<file path="src/rtl/pipe_skid_reg.sv">
// Two-entry skid-buffered pipeline register: registered in_ready/out_valid,
// strict FIFO order, full throughput, synchronous flush.
module pipe_skid_reg #(
    parameter int WIDTH = 32
) (
    input  logic             clk,
    input  logic             reset,
    input  logic             flush,
    input  logic             in_valid,
    output logic             in_ready,
    input  logic [WIDTH-1:0] in_data,
    output logic             out_valid,
    input  logic             out_ready,
    output logic [WIDTH-1:0] out_data
);

    // state | meaning
    // EMPTY | no entries held
    // BUSY  | main holds the head entry
    // FULL  | main holds the head, skid holds the next entry
    typedef enum logic [1:0] {
        EMPTY = 2'b00,
        BUSY  = 2'b01,
        FULL  = 2'b10
    } state_t;

    state_t           state_q, state_d;
    logic [WIDTH-1:0] main_q, main_d;
    logic [WIDTH-1:0] skid_q, skid_d;
    logic             in_fire, out_fire;

    assign out_valid = (state_q != EMPTY);
    assign in_ready  = (state_q != FULL);
    assign out_data  = main_q;
    assign in_fire   = in_valid & in_ready;
    assign out_fire  = out_valid & out_ready;

    always_comb begin
        state_d = state_q;
        main_d  = main_q;
        skid_d  = skid_q;
        case (state_q)
            EMPTY: begin
                if (in_fire) begin
                    state_d = BUSY;
                    main_d  = in_data;
                end
            end
            BUSY: begin
                case ({in_fire, out_fire})
                    2'b11: main_d = in_data;
                    2'b10: begin
                        state_d = FULL;
                        skid_d  = in_data;
                    end
                    2'b01:   state_d = EMPTY;
                    default: state_d = BUSY;
                endcase
            end
            FULL: begin
                if (out_fire) begin
                    state_d = BUSY;
                    main_d  = skid_q;
                end
            end
            // the unused encoding falls back to EMPTY
            default: state_d = EMPTY;
        endcase
        if (flush) begin
            state_d = EMPTY;
        end
    end

    always_ff @(posedge clk) begin
        if (reset) begin
            state_q <= EMPTY;
            main_q  <= '0;
            skid_q  <= '0;
        end else begin
            state_q <= state_d;
            main_q  <= main_d;
            skid_q  <= skid_d;
        end
    end

endmodule

</file>
<file path="config.mk">
export PLATFORM = sky130hd
export DESIGN_NAME = pipe_skid_reg
export DESIGN_NICKNAME = d
export VERILOG_FILES = /design/src/rtl/pipe_skid_reg.sv
export SDC_FILE = /design/constraint.sdc
export NUM_CORES = 1
export LEC_CHECK = 0
export ABC_AREA = 1
export ABC_CLOCK_PERIOD_IN_PS = 1250
export CORE_UTILIZATION = 44
export CTS_CLUSTER_DIAMETER = 120
export DETAILED_ROUTE_END_ITERATION = 10
export PLACE_DENSITY = 0.75
export SYNTH_ARGS = -nofsm -noshare
export SYNTH_HDL_FRONTEND = slang
export SYNTH_SLANG_ARGS = --single-unit
</file>
<file path="constraint.sdc">
create_clock -name clk -period 1.25 [get_ports clk]
set_input_delay 0.375 -clock clk [delete_from_list [all_inputs] [get_ports clk]]
set_output_delay 0.375 -clock clk [all_outputs]
set_load 0.01 [all_outputs]
</file>
==> flow_summary.toml, run 1 <==
[status]
run_status = "complete, but fails checks"
failed_checks = "negative setup slack"

[critical_path]
timing.rr.start = "state_q[0]"
worst_setup_path_start_kind = "register"
endpoint_kind_of_the_worst_setup_timing_path = "register"
worstSetupEndpoint = "out_data[23]"
minimum_setup_slack_among_reg_to_reg_paths_ns = -0.14
timing.critical_path.mode_cell = "nand2_1"
cells_along_the_critical_path = "buf_4 > o21ai_4 > nand2_8 > clkbuf_16 > nand2_1 > nand2_1 > nor2_1"
worst_setup_path_startpoint = "state_q[0]"
rr_endpoint = "out_data[23]"
data_arrival_time_of_the_critical_path_ns = 1.67
maximum_fanout_encountered_on_the_critical_timing_path = 9
crit_required_ns = 1.53
crit_type = "register to register"
cpMaxStageDelayCell = "dfxtp_2"
cp_slowest_stage_delay_ns = 0.33
reg2reg_depth = 7

[place]
place_ws_ns = -0.415
gpl.final_weighted_congestion = 0.744
place_hpwl_um = 4410
placement.io_buffers = 70

[power]
power.leakage_nw = 2.21
p_int_mw = 3.63
p_sw_mw = 1.41
peakVddDrop_uv = 679
clock_power_frac = 0.363
seq_power_share = 0.453
cellPowerDensity_nw_per_um2 = 1090
power_frac_comb = 0.184
power.share.switching = 0.280

[clocking]
worstSkewPairLatency_ns = 0.35
clk_transition_reported_paths_ns = 0.08
clock_tree.buffer_depth = 2
tritoncts = "yes"
htree_levels = 3
cts_buffers = 9
clockRootBuffer = "clkbuf_8"
clock_sinks = 66

[global_routing]
global_route.overflow_total = 0
grt_use_met1 = 0.259
grt_pass1_vias = 2822
grtUsageMet3 = 0.0606
grt_use_met2 = 0.380
grt_max_degree = 65
globalRouteTotalUtil = 0.222
global_route_wire_length_before_repair_um = 12400
grt-busiest-layer = "met2"
grt_antenna_before_repair = 0

[yosys]
ys_top_cells_by_area = "dfxtp_1 45%, nand2_1 21%, nor2_1 17%, inv_1 4.4%, o21ai_1 3.4%"
cell_variety_after_synth = 17
yosysWarningCount = 0
synth.ff_latch_count = 66
synth.top_cell.area_share = 0.455
yosysTopAreaCell = "dfxtp_1"
postSynthCellCount = 462
synth_sequential_area_ratio = 0.455
area_of_the_mapped_netlist_um2 = 2900
synth.avg_cell_area_um2 = 6.29
syn-num-nets = 499

[route]
totalWireLength_um = 9860
vias_per_cell = 5.14
ant_nets = 0
drt_iter0_markers = 239
avgRoutedWirePerCell_um = 15.6
detail_route.first_pass.iterations = 7
dr_total_vias = 3253
drt_drc_violations_left = 0

[layout]
finalNetCount = 588
num-fill-cells = 442
n_antenna_cell = 0
final_core_utilization = 0.727
area_delta_synth_final_pct = 59.1
share_of_cells_above_drive_strength_1 = 0.367

[sta]
finalWorstSetupSlack_ns = -0.143
finalWorstPathRequiredPeriod_ns = 1.39
max-slew-margin-rel = 0.773
worstMarginPinSlew_ns = 0.340
rsz0062_at_grt = "yes"
final_count_of_pins_violating_max_slew = 0
setup_viol = 66
fin_skew_ns = 0.00963
fmaxAchievable_ghz = 0.718
min_period_over_period = 1.11
timing_hold_violations_final = 0

[floorplanning]
floorplan.die_area_um2 = 6930
placement_rows = 29
floorplan.initialDensity = 0.457
pin_count = 71
die_height_um = 83.2
die_w_um = 83.2
floorplan.core_area_um2 = 6350

[run]
drv_cap = 0

[hold_path]
min_path_type = "input pin to register"
[logic make-up (layout without fill, tap and decap cells)]
logic type | count (synthesis) | after routing | synth area share
and+or+nand+nor | 299 | 299 | 0.390
AOI/OAI and AO/OA | 34 | 34 | 0.0586
DFF | 66 | 66 | 0.455
buffers and inverters | 63 | 157 | 0.0961
[state kept, by name (all words and copies together) (netlist names)]
name	count
out_data	32
state_q	2
skid_q	32
[cell usage in the layout, fill, tap and decap left out, types with 2 or more instances in the layout]
cell and instances:
dfxtp_2 22, buf_4 8, clkbuf_8 10, nor2_2 38, buf_12 7, o21ai_1 7, clkdlybuf4s50_1 34, inv_2 3
buf_6 7, nor2_4 20, inv_1 32, nor2_1 72, buf_2 32, o21ai_2 25, nand2_8 2, nand2_2 5
clkbuf_16 8, clkinv_2 3, dfxtp_1 43, nand2_1 157, buf_8 3
[metrics by stage]
stage	hold WS, ns	power [mW]	std cells	setup TNS, ns	area, µm²
after floorplan	0.455	2.69	462	0	2900
after global placement	0.463	3.05	599	-21.30	3740
after detailed placement	0.472	3.06	599	-23.92	3740
after CTS	0.488	4.79	619	-0.767	3980
after global routing	0.478	5.22	633	-7.48	4620
final	0.445	5.04	633	-4.62	4620
[metal layers]
layer  up-vias  part of all wire
met5         -                 0
met1      1506              0.39
met3        36             0.072
met4         0             0.036
met2       151              0.50
li1       1560                 -
[power groups by stage]
stage	Clock, mW	Combinational, mW	Sequential [mW]
global route	1.93	1.00	2.29
global placement	0	0.735	2.31
finish	1.83	0.926	2.28
CTS	1.79	0.724	2.27
floorplan	0	0.340	2.35
detailed placement	0	0.748	2.31
[area by class of cell]
cell class,instances,area [µm²],share of cell area
multi-input combinational,333,1720,0.372
clock inverter,5,53.8,0.0116
tap,77,96.3,0.0209
sequential,66,1350,0.293
inverter,38,153,0.0330
timing repair buffer,103,1110,0.239
clock buffer,11,141,0.0306
[worst min path at each step]
stage	startpoint	slack [ns]	cells past startpoint	to
floorplan	skid_q[0]	0.45	2	skid_q[0]
global placement	skid_q[18]	0.46	2	skid_q[18]
detailed placement	skid_q[20]	0.47	2	skid_q[20]
CTS	skid_q[6]	0.49	2	skid_q[6]
global route	out_ready	0.48	4	state_q[0]
finish	out_ready	0.44	4	state_q[0]
[Yosys cell counts (all sizes together)]
cell type    n
nand2      165
nor2       130
or2          1
clkbuf       9
dfxtp       66
clkinv       1
inv         37
o21ai       33
nor3b        1
a21oi        1
nand3        2
buf         16
[repair_timing]
| action | CTS | global route |
|---|---|---|
| setup endpoints to repair | 87 | 68 |
| setup buffers | 1 | 3 |
| hold buffers | 0 | 0 |
| gates resized for setup | 196 | 124 |
| gates cloned | 3 | 11 |
| pin swaps | 4 | 31 |
[worst max-delay path: cells and delay by family, from the launching register on]
kind / cells / cell delay, ns
DFF: 1 / 0.33
buffers and inverters: 2 / 0.35
and+or+nand+nor: 4 / 0.42
AOI/OAI and AO/OA: 1 / 0.21
Note: power is estimated with default switching activity, not from simulation.
==> run 2, diff against run 1 <==
ABC_CLOCK_PERIOD_IN_PS = 1500   (was 1250)
CORE_MARGIN = 3   (was unset)
CORE_UTILIZATION = 49   (was 44)
PLACE_DENSITY = 0.79   (was 0.75)
clock period = 1.5 ns   (was 1.25 ns; I/O delays follow)
==> run 2 against run 1 <==
Effect of this change:
- the flow now finishes without violations
- routed wire length is 32% lower
- final area is 15% lower
- clock skew is 0.0045 ns lower
- sequential power is 17% lower
- clock power is 18% lower
- flip-flop and latch count stayed put
- via count is 13% lower
- non-clock buffer count is 17 lower
- register-to-register slack better by 0.33 ns
- core utilization is 2.8 points lower
- count of clock-buffer cells in the layout is 3 higher
- die area is 0.61% lower
==> flow_summary.toml, run 2 (same netlist as run 1, synthesis figures left out) <==
[place]
gpl.final_weighted_congestion = 0.762
placement.io_buffers = 70
dp.cells = 595
place_hpwl_um = 4430
place_area_um2 = 3770

[sta]
fmaxAchievable_ghz = 0.705
max-slew-margin-rel = 0.771
min_period_over_period = 0.946
final_count_of_pins_violating_max_slew = 0
setup_viol = 0
timing_hold_violations_final = 0
rsz0062_at_grt = "no"
finalWorstPathRequiredPeriod_ns = 1.42
worstMarginPinSlew_ns = 0.344
fin_skew_ns = 0.00510

[critical_path]
data_arrival_time_of_the_critical_path_ns = 0.97
critical_path.top_delay_family = "flip-flops"
cp_num_buf_inv = 1
crit_type = "register to primary output"
maximum_fanout_encountered_on_the_critical_timing_path = 2
endpoint_kind_of_the_worst_setup_timing_path = "primary output"
crit_required_ns = 1.05
cells_along_the_critical_path = "dlygate4sd2_1"
worst_setup_path_start_kind = "register"
minimum_setup_slack_among_reg_to_reg_paths_ns = 0.19
cpMaxStageDelayCell = "dfxtp_1"
cp_slowest_stage_delay_ns = 0.35

[clocking]
postCtsResizedCells = 42
post-cts-setup-buffers = 0
cts-hold-fix-buffers = 0
tritoncts = "yes"
cts_buffers = 9
clock_tree.buffer_depth = 2
clock_sinks = 66
clk_transition_reported_paths_ns = 0.07
worstSkewPairLatency_ns = 0.35
htree_levels = 3
clockRootBuffer = "clkbuf_8"

[layout]
postLayoutCellArea_um2 = 3920
layout.cells.most_common = "nand2_1"
layout.cells.most_common_list = "163 x nand2_1, 130 x nor2_1, 64 x dfxtp_1"
seq_area_um2 = 1320
area_delta_synth_final_pct = 35.0
n_antenna_cell = 0
num-fill-cells = 494
share_of_cells_above_drive_strength_1 = 0.0742
multiInputGateArea_um2 = 1310
finalNetCount = 571
layoutNonFillerInstCount = 611

[route]
totalWireLength_um = 6680
detail_route.first_pass.iterations = 5
vias_per_cell = 4.64
drt_iter0_markers = 141
ant_nets = 0
avgRoutedWirePerCell_um = 10.9
drt_drc_violations_left = 0
dr_total_vias = 2832

[floorplanning]
floorplan.die_area_um2 = 6890
floorplan.core_area_um2 = 5610
pin_count = 71
die_w_um = 83.0
floorplan.initialDensity = 0.518
die_height_um = 83.0
placement_rows = 27

[power]
peakVddDrop_uv = 831
cellPowerDensity_nw_per_um2 = 1010
power.leakage_nw = 1.96

[global_routing]
globalRouteTotalUtil = 0.203
grt_max_degree = 34
grt_antenna_before_repair = 0
global_route_wire_length_before_repair_um = 11400
global_route.overflow_total = 0
grt_pass1_vias = 2539

[run]
drv_cap = 0

[status]
run_status = "finished, final reports clean"

[hold_path]
min_path_type = "register to register"
[run 2: area by class of cell]
| class | count | area share |
|---|---|---|
| sequential | 66 | 0.338 |
| multi-input combinational | 333 | 0.333 |
| timing repair buffer | 86 | 0.219 |
| clock buffer | 14 | 0.0415 |
| inverter | 38 | 0.0370 |
| tap | 72 | 0.0230 |
| clock inverter | 2 | 0.00893 |
[run 2: power by group]
| group | internal (mW) | switching [mW] |
|---|---|---|
| clock network | 0.858 | 0.640 |
| registers | 1.84 | 0.0436 |
| logic | 0.295 | 0.293 |
| total | 3.00 | 0.976 |
[run 2: path summary, 6_finish.rpt]
kind               startpoint           to  cells after the start
setup / recovery  out_data[4]  out_data[4]                      1
hold / removal      skid_q[0]    skid_q[0]                      2
setup reg to reg   state_q[1]  out_data[5]                      6
hold reg to reg     skid_q[0]    skid_q[0]                      2
[run 2: stage by stage]
step            util  TNS [ns]  hold WS [ns]  worst slack (ns)  power [mW]
5_1_grt        0.699         0         0.501            0.0140        4.17
2_1_floorplan      -         0         0.455             0.298        2.24
4_1_cts        0.699         0         0.487            0.0495        4.02
3_3_place_gp   0.672    -12.81         0.461            -0.232        2.55
6_report       0.699         0         0.483            0.0815        3.97
3_5_place_dp   0.672    -13.70         0.472            -0.254        2.57
[run 2: per-layer routing]
layer  GRT usage  up-vias  routed length, µm
li1            -     1522                  -
met5           0        -                  0
met4      0.0877        0                122
met3      0.0675       11                342
met2       0.340       67               3310
met1       0.235     1232               2910
